## src/rtl/axi_lite_regbank.sv

```systemverilog
// AXI4-Lite slave register bank.
// Write path: independent AW/W holding registers feeding a W_IDLE/W_COMMIT/W_RESP FSM.
// Read path: R_IDLE/R_RESP FSM. Each read response is registered on the AR handshake edge.
// RO registers return the live status_in slice. Their storage keeps RESET_VAL.
module axi_lite_regbank #(
    parameter int unsigned          DATA_W       = 32,
    parameter int unsigned          REG_NUM      = 8,
    parameter int unsigned          ADDR_W       = 32,
    parameter logic [REG_NUM-1:0]   RO_MASK      = '0,
    parameter logic [DATA_W-1:0]    RESET_VAL    = '0,
    parameter logic [DATA_W-1:0]    INVALID_DATA = DATA_W'(32'hDEAD_BEEF)
) (
    input  logic                        clk,
    input  logic                        rst,
    input  logic [ADDR_W-1:0]           awaddr,
    input  logic                        awvalid,
    output logic                        awready,
    input  logic [DATA_W-1:0]           wdata,
    input  logic [DATA_W/8-1:0]         wstrb,
    input  logic                        wvalid,
    output logic                        wready,
    output logic [1:0]                  bresp,
    output logic                        bvalid,
    input  logic                        bready,
    input  logic [ADDR_W-1:0]           araddr,
    input  logic                        arvalid,
    output logic                        arready,
    output logic [DATA_W-1:0]           rdata,
    output logic [1:0]                  rresp,
    output logic                        rvalid,
    input  logic                        rready,
    output logic [REG_NUM*DATA_W-1:0]   reg_out,
    input  logic [REG_NUM*DATA_W-1:0]   status_in,
    output logic [REG_NUM-1:0]          wr_pulse
);

    localparam int unsigned STRB_W = DATA_W / 8;
    localparam int unsigned OFF_W  = $clog2(STRB_W);
    localparam int unsigned IDX_W  = ADDR_W - OFF_W;

    localparam logic [1:0] RESP_OKAY   = 2'b00;
    localparam logic [1:0] RESP_SLVERR = 2'b10;

    typedef enum logic [1:0] {W_IDLE, W_COMMIT, W_RESP} w_state_t;
    typedef enum logic       {R_IDLE, R_RESP}           r_state_t;

    w_state_t w_state, w_next;
    r_state_t r_state, r_next;

    logic [DATA_W-1:0] regs [REG_NUM];

    logic              ready_en;
    logic              aw_held, w_held;
    logic [IDX_W-1:0]  aw_idx_q;
    logic [DATA_W-1:0] w_data_q;
    logic [STRB_W-1:0] w_strb_q;

    logic              aw_hs, w_hs, ar_hs, b_hs, r_hs, commit;
    logic [IDX_W-1:0]  ar_idx;
    logic [REG_NUM-1:0] aw_sel, ar_sel;
    logic              aw_ok;
    logic [DATA_W-1:0] rd_value;
    logic [1:0]        rd_resp;
    logic              unused_bits;

    // Byte-offset bits are ignored by design.
    // status_in slices of RW registers are never read.
    assign unused_bits = ^{awaddr[OFF_W-1:0], araddr[OFF_W-1:0], status_in};

    assign ar_idx = araddr[ADDR_W-1:OFF_W];
    assign aw_hs  = awvalid && awready;
    assign w_hs   = wvalid && wready;
    assign ar_hs  = arvalid && arready;
    assign b_hs   = bvalid && bready;
    assign r_hs   = rvalid && rready;
    assign aw_ok  = |(aw_sel & ~RO_MASK);

    // Ready outputs stay low through reset and rise on the first edge after it.
    always_ff @(posedge clk or posedge rst) begin
        if (rst) ready_en <= 1'b0;
        else     ready_en <= 1'b1;
    end

    // Address decode: one-hot select of the held write index and the live read index.
    always_comb begin
        aw_sel = '0;
        ar_sel = '0;
        for (int unsigned i = 0; i < REG_NUM; i++) begin
            aw_sel[i] = (aw_idx_q == IDX_W'(i));
            ar_sel[i] = (ar_idx == IDX_W'(i));
        end
    end

    // AW and W holding registers.
    // Each register is loaded on its own handshake and released on commit.
    always_ff @(posedge clk or posedge rst) begin
        if (rst) begin
            aw_held  <= 1'b0;
            aw_idx_q <= '0;
            w_held   <= 1'b0;
            w_data_q <= '0;
            w_strb_q <= '0;
        end else begin
            if (aw_hs) begin
                aw_held  <= 1'b1;
                aw_idx_q <= awaddr[ADDR_W-1:OFF_W];
            end else if (commit) begin
                aw_held  <= 1'b0;
            end
            if (w_hs) begin
                w_held   <= 1'b1;
                w_data_q <= wdata;
                w_strb_q <= wstrb;
            end else if (commit) begin
                w_held   <= 1'b0;
            end
        end
    end

    // Write FSM state register.
    always_ff @(posedge clk or posedge rst) begin
        if (rst) w_state <= W_IDLE;
        else     w_state <= w_next;
    end

    // Write FSM next state.
    // The second payload's handshake counts as held, so the FSM enters W_COMMIT on that same edge.
    always_comb begin
        w_next = w_state;
        case (w_state)
            W_IDLE:   if ((aw_held || aw_hs) && (w_held || w_hs)) w_next = W_COMMIT;
            W_COMMIT: w_next = W_RESP;
            W_RESP:   if (b_hs) w_next = W_IDLE;
            default:  w_next = W_IDLE;
        endcase
    end

    // Write FSM outputs.
    always_comb begin
        commit  = (w_state == W_COMMIT);
        bvalid  = (w_state == W_RESP);
        awready = ready_en && !aw_held && !bvalid;
        wready  = ready_en && !w_held && !bvalid;
    end

    // Register storage, write response and per-register write strobe.
    // Only RW registers are ever written.
    always_ff @(posedge clk or posedge rst) begin
        if (rst) begin
            for (int unsigned i = 0; i < REG_NUM; i++) regs[i] <= RESET_VAL;
            bresp    <= RESP_OKAY;
            wr_pulse <= '0;
        end else begin
            wr_pulse <= '0;
            if (commit) begin
                bresp    <= aw_ok ? RESP_OKAY : RESP_SLVERR;
                wr_pulse <= aw_sel & ~RO_MASK;
                for (int unsigned i = 0; i < REG_NUM; i++) begin
                    if (aw_sel[i] && !RO_MASK[i]) begin
                        for (int unsigned b = 0; b < STRB_W; b++) begin
                            if (w_strb_q[b]) regs[i][8*b +: 8] <= w_data_q[8*b +: 8];
                        end
                    end
                end
            end
        end
    end

    // Read data selection for the index presented on araddr.
    always_comb begin
        rd_value = INVALID_DATA;
        rd_resp  = RESP_SLVERR;
        for (int unsigned i = 0; i < REG_NUM; i++) begin
            if (ar_sel[i]) begin
                rd_resp  = RESP_OKAY;
                rd_value = RO_MASK[i] ? status_in[i*DATA_W +: DATA_W] : regs[i];
            end
        end
    end

    // Read FSM state register.
    always_ff @(posedge clk or posedge rst) begin
        if (rst) r_state <= R_IDLE;
        else     r_state <= r_next;
    end

    // Read FSM next state.
    always_comb begin
        r_next = r_state;
        if (r_state == R_IDLE) begin
            if (ar_hs) r_next = R_RESP;
        end else begin
            if (r_hs)  r_next = R_IDLE;
        end
    end

    // Read FSM outputs.
    always_comb begin
        arready = ready_en && (r_state == R_IDLE);
        rvalid  = (r_state == R_RESP);
    end

    // Read response capture on the AR handshake edge.
    always_ff @(posedge clk or posedge rst) begin
        if (rst) begin
            rdata <= '0;
            rresp <= RESP_OKAY;
        end else if (ar_hs) begin
            rdata <= rd_value;
            rresp <= rd_resp;
        end
    end

    // Flattened view of storage.
    always_comb begin
        reg_out = '0;
        for (int unsigned i = 0; i < REG_NUM; i++) reg_out[i*DATA_W +: DATA_W] = regs[i];
    end

endmodule

```

## config.mk

```make
export PLATFORM = sky130hd
export DESIGN_NAME = axi_lite_regbank
export DESIGN_NICKNAME = d
export VERILOG_FILES = /design/src/rtl/axi_lite_regbank.sv
export SDC_FILE = /design/constraint.sdc
export NUM_CORES = 1
export LEC_CHECK = 0
export ABC_AREA = 0
export BUFFER_PORTS_ARGS = -buffer_cell sky130_fd_sc_hd__buf_2
export CORE_AREA = 2 2 258 260
export DETAILED_ROUTE_END_ITERATION = 8
export DIE_AREA = 0 0 260 262
export GPL_TIMING_DRIVEN = 0
export PLACE_DENSITY = 0.45
export SYNTH_ARGS = -nofsm -noshare
export SYNTH_HDL_FRONTEND = slang
export SYNTH_SLANG_ARGS = --single-unit
```

## constraint.sdc

```tcl
create_clock -name clk -period 16.2 [get_ports clk]
set_clock_uncertainty 0.2 [all_clocks]
set_input_delay 2.43 -clock clk [delete_from_list [all_inputs] [get_ports clk]]
set_output_delay 2.43 -clock clk [all_outputs]
set_load 0.05 [all_outputs]
```

==> results.md, run 1 <==
- The run finished with clean final reports.
- The startpoint identified for the worst register-to-register timing path is ready_en.
- The hold violation count in the final report is 0.
- The cell area that synthesis handed to floorplanning was 16600 um2.
- The worst hold path endpoint is rdata[4].
- The adder-cell share of the synthesized area is 0%.
- The TritonCTS clock tree is yes.
- Synthesis produced a netlist whose cell count is 1114.
- In this run the static leakage power is 0.0107 uW.
- The aggregate routed wire length is 69.3 mm.
- The worst hold path belongs to the class flip-flop to flip-flop.
- The share of cell area taken by muxes after synthesis is 29.3%.
- Timing would allow up to 0.182 GHz.
- The synthesized netlist devotes 8.85% of its cell area to simple gates.
- The worst reg-to-reg setup slack is 12.52 ns.
- The compound-gate portion of the synthesized area is 4.22%.
- The number of remaining DRC errors is 0.
- The count of buffers added on input and output ports is 403.
- The number of primary I/O pins is 668.
- The overall die height is 262 um.
- The number of antenna violations at the first check in global routing is 9.
- The cell type with the highest occurrence count on the critical path is sky130_fd_sc_hd__clkbuf_1.
- The area of the core region is 65300 um2.
- The longest clock path from root to sink contains 3 buffers.
- For this block, the initial DRC count from the detailed router was 465.
- Entering global routing, the biggest net connects 118 pins.
- The clock-pin slew on the worst setup and hold paths is 0.06 ns.
- The number of global-route vias before repair was 12336.
- The startpoint type of the worst setup path is an input port.
- The starting utilization of the core area is 25.4%.
- The count of pins over their slew limit is 0.
- Cells fill 32.6% of the core in the end.
- The TritonCTS sink count is 370.
- The category of the critical setup timing path is input port to flip-flop.
- The total power per unit cell area is 119 nW/um2.
- The later-pin clock latency in the skew report is 0.58 ns.
- The endpoint of the most critical register-to-register path is rdata[28].
- The synthesis-stage register bit count is 370.
- The commonest non-fill, non-tap cell in the layout is sky130_fd_sc_hd__buf_2.
- The final global-route overflow total is 0.
- Among all stages on the critical path, the largest delay is contributed by sky130_fd_sc_hd__clkbuf_1.
- At the pin with the least slew margin, the transition time is 1.41 ns.
- Setup repair after global routing left no endpoint under its margin.
- The setup-violating endpoint count in the final report is 0.
- The congestion estimate from routability-driven global placement came to 0.745.
- The root buffer cell is sky130_fd_sc_hd__clkbuf_16.
- The endpoint kind of the worst setup timing path is a flip-flop.
- Subtracting the final worst setup slack from the clock period gives 5.50 ns.
- The share of synthesized area occupied by flip-flops and latches is 55.9%.
- The mean routed wirelength per cell is 28.1 um.
- The number of antenna diodes in the final layout is 0.
- The max-slew headroom at the worst pin is 6.04%.
- In the layout the commonest cells are sky130_fd_sc_hd__buf_2 (415), sky130_fd_sc_hd__dfrtp_1 (370), sky130_fd_sc_hd__mux2_2 (309).
- The number of core rows is 94.
- The total vias in the final route is 11697.
- The startpoint of the lowest-slack hold path is rdata[4].
- The critical path contains buffers and inverters numbering 3 combined.
- The Yosys step of the flow raised 0 warnings.
- The post-CTS resize count is 0.
- The maximum vdd drop is 86.2 uV.
- The number of synthesized flops with an enable pin is 0.
- The maximum fanout count along the critical path is 10.
- Relative to the synthesized area, the layout overhead comes to 28.5%.
- Data on the critical path is required at its endpoint by 16.39 ns.
- The ratio of routed vias to standard cells is 4.74.
- The mean post-synth cell area is 14.9 um2.
- The number of cells on the worst reg-to-reg path is 6.
- Buffers inserted to repair hold after CTS numbered 0.
- Among all flip-flop cells after synthesis, the most frequent one is sky130_fd_sc_hd__dfrtp_1.
- Of the total synthesized cell area, the portion taken by XOR and XNOR cells is 0%.
- The first-pass GRT wire length is 95.9 mm.
- After layout, the worst path uses 33.9% of the clock period.
- For this run, the post-layout net count is 1934.
- The signal on the critical path passes through buf_2, clkbuf_1, nor2b_1, clkbuf_1, nand2_1, o2111ai_1, a21oi_1.
- The number of iterations in the first detailed-routing pass is 5.
- The highest cell delay on the worst timing path is 1.07 ns.
- The overall die area is 68100 um2.
- The total CTS buffers is 46.
- Along the worst hold path, the cell count comes to 2.
- Summed over all failing endpoints, the final setup total negative slack is 0 ns.
- The deepest level of the CTS H-tree is 2.
- Broken down by cell family, the worst path's largest delay share belongs to buffers and inverters.
- In this run, distinct cell masters in the synthesized netlist total 51.
- The total of max-cap violations is 0.
- The half-perimeter wire length after placement is 48.6 mm.
- The fraction of layout cells with a size suffix above 1 is 55.3%.
- The die boundary width is 260 um.
- The main combinational cell family by area after synthesis is multiplexers.
- In the global route stage, overall resource usage came out at 20.1%.
- The worst path arrival time is 5.69 ns.
- The post-detailed-route count of antenna-violating nets is 0.
- The number of setup buffers added after CTS is 0.
- The fraction of registers with async set or reset after synthesis is 100%.
[sequential cells by signal (all words and copies together), names as in the netlist]
signal    flops
wr_pulse      8
aw_idx_q     30
ready_en      1
w_state       2
w_data_q     32
rvalid        1
w_strb_q      4
rdata        32
bresp         1
aw_held       1
reg_out     256
rresp         1
w_held        1
[synthesized netlist by cell type (6+ instances only)]
master                      number  area, um2
sky130_fd_sc_hd__nor4_1         16        100
sky130_fd_sc_hd__nand3_1         6       30.0
sky130_fd_sc_hd__mux2_2        309       3480
sky130_fd_sc_hd__nor3b_1        21        158
sky130_fd_sc_hd__inv_1          10       37.5
sky130_fd_sc_hd__o21ai_0        19       95.1
sky130_fd_sc_hd__clkbuf_1       27        101
sky130_fd_sc_hd__o22ai_1         8       50.1
sky130_fd_sc_hd__o2111ai_1       9       78.8
sky130_fd_sc_hd__mux2_4         16        240
sky130_fd_sc_hd__nor4_4         34        723
sky130_fd_sc_hd__nand2b_1        6       37.5
sky130_fd_sc_hd__buf_2          12       60.1
sky130_fd_sc_hd__a21oi_1        25        125
sky130_fd_sc_hd__nor2_1         30        113
sky130_fd_sc_hd__mux4_2         24        541
sky130_fd_sc_hd__a2bb2oi_1      11       96.3
sky130_fd_sc_hd__nand2_1        29        109
sky130_fd_sc_hd__mux2i_1        55        551
sky130_fd_sc_hd__buf_1          11       41.3
sky130_fd_sc_hd__a22o_1          7       61.3
sky130_fd_sc_hd__dfrtp_1       370       9260
[logic make-up (layout without fill, tap and decap cells)]
logic type      after synthesis  in the layout
simple gates                168            168
flops                       370            370
mux                         408            408
compound gates              102            102
other cells                   2              3
buf+inv                      64            554
[worst min-delay path: cells and delay by family (launching register included)]
family | cells | cell delay, ns
AND/OR/NAND/NOR | 1 | 0.05
flip-flops | 1 | 0.34
AO/OA/AOI/OAI | 1 | 0.06
[worst max path at each step]
| stage | to | slack, ns | depth (start not counted) | from |
|---|---|---|---|---|
| final | rdata[13] | 10.70 | 7 | araddr[3] |
| after detailed placement | rdata[13] | 10.07 | 7 | araddr[3] |
| after CTS | rdata[13] | 10.69 | 7 | araddr[3] |
| after global routing | rdata[15] | 10.72 | 7 | araddr[2] |
| after floorplan | aw_held | 3.30 | 1 | rst |
| after global placement | reg_out[126] | -1.54 | 2 | rst |
[metal layers]
layer / up-vias / share of wire, % / global-route usage, %
li1: 5108 / - / -
met2: 363 / 47 / 32.8
met3: 108 / 7.7 / 6.36
met1: 6106 / 43 / 25.7
met5: - / 0.11 / 0
met4: 12 / 2.3 / 5.30
[metrics by stage]
step | std cells | setup slack [ns] | hold slack, ns | total power [uW] | instance area [um2]
3_5_place_dp | 2387 | 10.07 | 0.280 | 1520 | 19800
3_3_place_gp | 2382 | -1.54 | 0.265 | 1510 | 19700
6_report | 2469 | 10.70 | 0.289 | 2540 | 21300
4_1_cts | 2469 | 10.69 | 0.293 | 2580 | 21300
5_1_grt | 2469 | 10.72 | 0.322 | 2660 | 21300
2_1_floorplan | 1115 | 3.30 | 0.280 | 1360 | 16600
[report_power, final]
group | switching, uW | internal [uW]
logic | 219 | 128
registers | 143 | 1010
clock network | 415 | 621
total | 776 | 1760
[cell type report]
class / instances / area (um2)
inverters: 10 / 45.0
well taps: 864 / 1080
flip-flops and latches: 370 / 9260
multi-input cells: 681 / 7040
clock inverters: 14 / 159
clock buffers: 68 / 1350
fillers: 6634 / 44000
repair buffers: 408 / 2110
plain buffers: 54 / 241
(Power assumes the default switching activity.)
==> run 2: changes to the inputs <==
--- a/config.mk
+++ b/config.mk
@@ -5,11 +5,11 @@
 export SDC_FILE = /design/constraint.sdc
 export NUM_CORES = 1
 export LEC_CHECK = 0
-export ABC_AREA = 0
+export ABC_AREA = 1
 export BUFFER_PORTS_ARGS = -buffer_cell sky130_fd_sc_hd__buf_2
-export CORE_AREA = 2 2 258 260
+export CORE_AREA = 2 2 261 263
 export DETAILED_ROUTE_END_ITERATION = 8
-export DIE_AREA = 0 0 260 262
+export DIE_AREA = 0 0 263 265
 export GPL_TIMING_DRIVEN = 0
 export PLACE_DENSITY = 0.45
 export SYNTH_ARGS = -nofsm -noshare
==> constraint.sdc (replaced) <==
create_clock -name clk -period 5.1 [get_ports clk]
set_clock_uncertainty 0.2 [all_clocks]
set_input_delay 0.765 -clock clk [delete_from_list [all_inputs] [get_ports clk]]
set_output_delay 0.765 -clock clk [all_outputs]
set_load 0.05 [all_outputs]
==> run 2 against run 1 <==
Worst setup slack got worse by 8.8 ns. Sequential cell count unchanged. Critical endpoint is now rdata[5]. Critical path type unchanged. Largest power group unchanged. Via count is 34% higher. Largest cell class unchanged.
==> results.md, run 2 <==
- The weighted congestion reported at the end of routability-driven placement is 0.860 (+15%).
- The mean routed wirelength per cell is 24.4 um (-13%).
- The total power per unit cell area was 369 nW/um2 (+210%).
- The final layout net count is 2763 (+43%).
- The number of primary I/O pins is 668 (unchanged).
- The final standard cell count with taps included and fillers excluded is 3310 (+34%).
- The number of antenna violations at the first check in global routing is 7 (-2).
- The TritonCTS sink count is 370 (unchanged).
- The final global-route overflow total came to 0 (unchanged).
- The share of the synthesized area in the top cell type is 54.7% (-1.2 points).
- The worst path required time is 5.41 ns (-10.98 ns).
- The final standard cell area without fillers was 21800 um2 (+2.2%).
- The number of synthesized flops with an enable pin was 0 (unchanged).
- The time the worst path needs with I/O delays and setup is 3.23 ns.
- The number of remaining DRC errors was 0 (unchanged).
- The aggregate global-route resource usage came to 22.8% (+2.7 points).
- The cell area after placement is 20300 um2 (+2.5%).
- The ratio of routed vias to standard cells is 4.72 (-0.40%).
- The maximum fanout count along the critical path is 10 (unchanged).
- The measured slew at the worst slew-check pin is 1.46 ns (+0.0525 ns).
- The post-CTS resize count is 0 (unchanged).
- The half-perimeter wire length after placement is 59.6 mm (+23%).
- The number of warnings printed during yosys synthesis is 0 (unchanged).
- The count of pins over their slew limit is 0 (unchanged).
- The number of DRC markers after the initial detailed-route iteration is 1304 (+180%).
- The worst setup path is launched from an input port.
- The TritonCTS clock tree is yes.
- The gate count after technology mapping is 1936 (+74%).
- The root buffer cell chosen for the clock tree is sky130_fd_sc_hd__clkbuf_16.
- The flip-flop count of the largest register, all copies and words added is 256 (unchanged).
- The primary flip-flop cell chosen by synthesis mapping is sky130_fd_sc_hd__dfrtp_1.
- The deepest level of the CTS H-tree is 2 (unchanged).
- The maximum operating frequency is 0.310 GHz.
- The number of global-route vias before repair was 15349 (+24%).
- The commonest non-fill, non-tap cell in the layout is sky130_fd_sc_hd__nand2_1.
- The maximum buffer depth of the clock tree is 3 (unchanged).
- The overall die area is 69700 um2 (+2.3%).
- The total vias in the final route is 15618 (+34%).
- The synthesized design spends more area on one cell type than any other, namely sky130_fd_sc_hd__dfrtp_1.
- The post-detailed-route count of antenna-violating nets came to 0 (unchanged).
- The pin count of the biggest net entering global routing is 42 (-64%).
- The total CTS buffers is 46 (unchanged).
- The worst setup path is captured at a flip-flop.
- The critical path is of the input port to flip-flop type.
- Ranked by instance count, the synthesized netlist is headed by sky130_fd_sc_hd__nand2_1 (524), sky130_fd_sc_hd__dfrtp_1 (370), sky130_fd_sc_hd__o21ai_1 (243), sky130_fd_sc_hd__inv_1 (164), sky130_fd_sc_hd__nor2_1 (136).
- The fraction of registers with async set or reset after synthesis is 100% (unchanged).
- The synthesized area is 16900 um2 (+2.3%).
- The number of iterations in the first detailed-routing pass was 6 (+1).
- The aggregate routed wire length is 80.6 mm (+16%).
- The path class of the tightest hold or removal check is input port to asynchronous set/reset pin.
- The synthesis-stage register bit count is 370 (unchanged).
- The setup TNS came to 0 ns (unchanged).
- The worst path arrival time is 3.54 ns (-2.15 ns).
- The later-pin clock latency in the skew report came to 0.58 ns (about the same).
- After layout, the worst path uses 63.3% of the clock period.
- The number of buffers inserted to repair setup after CTS is 0 (unchanged).
- The top cell types in the final layout, fill and taps aside, are sky130_fd_sc_hd__nand2_1 (524), sky130_fd_sc_hd__buf_2 (418), sky130_fd_sc_hd__dfrtp_1 (370).
- The setup-violating endpoint count in the final report came to 0 (unchanged).
- The starting utilization of the core area came to 25.4% (about the same).
- The number of placed instances with taps included is 3225 (+35%).
- The total of hold buffers inserted after clock tree synthesis is 0 (unchanged).
- The layout overhead on the synthesized area was 28.4% (about the same).
- The share of synthesized area occupied by flip-flops and latches is 54.7% (-1.2 points).
- After synthesis, the cell types taking the most area are sky130_fd_sc_hd__dfrtp_1 (55%), sky130_fd_sc_hd__nand2_1 (12%), sky130_fd_sc_hd__o21ai_1 (7.2%), sky130_fd_sc_hd__inv_1 (3.6%), sky130_fd_sc_hd__nor2_1 (3.0%).
- The max-slew headroom at the worst pin came to 2.19% (-3.9 points).
- Setup repair after global routing left no endpoint under its margin.
- In the post-synthesis netlist, the cell with the most instances is sky130_fd_sc_hd__nand2_1.
- The overall die height was 265 um (+1.1%).
- The flow ran to the end, and the final reports show no timing, DRC or antenna violations.
- The leakage power is 0.0112 uW (+4.6%).
- The maximum vdd drop came to 189 uV (+120%).
- The number of core rows came to 95 (+1.1%).
- The clock-pin slew on the worst setup and hold paths is 0.06 ns (about the same).
- The number of buffers inserted by port buffering is 405 (+0.50%).
- The fraction of layout cells with a size suffix above 1 is 28.3% (-27 points).
- The die boundary width is 263 um (+1.2%).
- The number of distinct library cell variants in the gate-level netlist after synthesis is 37 (-27%).
- The hold violation count in the final report is 0 (unchanged).
- The first-pass GRT wire length is 114 mm (+19%).
- The mean post-synth cell area is 8.75 um2 (-41%).
- The area of the core region was 66800 um2 (+2.3%).
- The total of max-cap violations came to 0 (unchanged).
run 2: cell types whose count changed in the layout (fill, tap and decap cells not counted), sizes merged, moves of 27 or more:
cell / previous run / this run
nand4: 2 / 29
nand3b: 3 / 35
nor4: 51 / 3
nor2: 30 / 147
inv: 12 / 170
nand3: 6 / 102
mux2i: 55 / 0
or2: 2 / 30
nand2: 29 / 562
buf: 435 / 466
mux2: 329 / 24
o21ai: 19 / 312
a21oi: 25 / 52
run 2: worst paths after layout:
path	startpoint	endpoint	slack [ns]	cells past startpoint
min in group clk	rready	rvalid	0.17	2
max in group asynchronous	rst	rdata[13]	3.29	5
worst min-delay path	rst	rdata[0]	0.15	2
worst max-delay path	araddr[25]	rdata[5]	1.87	11
worst min register to register	rdata[11]	rdata[11]	0.27	2
worst max register to register	rvalid	rdata[26]	2.08	8
run 2: worst max-delay path: stages:
cell and delay (ns):
sky130_fd_sc_hd__buf_2 0.09, sky130_fd_sc_hd__nor2_1 0.14, sky130_fd_sc_hd__nand2_1 0.08, sky130_fd_sc_hd__nor2_1 0.12
sky130_fd_sc_hd__nand2_2 0.20, sky130_fd_sc_hd__nor3_2 1.13, sky130_fd_sc_hd__buf_2 0.61, sky130_fd_sc_hd__nand2_1 0.10
sky130_fd_sc_hd__nand2_1 0.10, sky130_fd_sc_hd__nand3_1 0.12, sky130_fd_sc_hd__nand2_1 0.09
run 2: report_power, final:
group          total, uW  internal, uW  switching, uW
Combinational       1390           310           1080
Clock               3240          1910           1340
Sequential          3380          3240            143
run 2: metal layers:
| metal | routed length [um] | global-route usage, % | up-vias |
|---|---|---|---|
| met1 | 35500 | 30.9 | 7703 |
| met5 | 13 | 0 | - |
| met2 | 37900 | 37.2 | 580 |
| met3 | 5200 | 4.20 | 87 |
| li1 | - | - | 7246 |
| met4 | 2040 | 6.75 | 2 |
run 2: metrics by stage:
step / setup WS [ns] / hold WS, ns / util [%] / total power [uW]
2_1_floorplan: -0.831 / 0.256 / - / 4300
3_3_place_gp: -3.39 / 0.265 / 30.0 / 4800
3_5_place_dp: 1.28 / 0.261 / 30.3 / 4840
4_1_cts: 1.88 / 0.140 / 32.6 / 8130
5_1_grt: 1.75 / 0.147 / 32.6 / 8380
6_report: 1.87 / 0.150 / 32.6 / 8020
run 2: logic make-up after synthesis:
| group | share of synthesized area [%] |
|---|---|
| mux | 1.60 |
| simple gates | 25.1 |
| flops | 54.7 |
| buf+inv | 7.08 |
| compound gates | 11.5 |
| other cells | 0.0443 |
run 2: cell type report:
| cell class | instances | area (um2) |
|---|---|---|
| antenna | 1 | 2.50 |
| buffer | 76 | 561 |
| clock buffer | 64 | 1280 |
| clock inverter | 20 | 199 |
| fill | 7138 | 45000 |
| inverter | 170 | 642 |
| multi-input combinational | 1321 | 6500 |
| sequential | 370 | 9260 |
| tap | 873 | 1090 |
| timing repair buffer | 415 | 2220 |
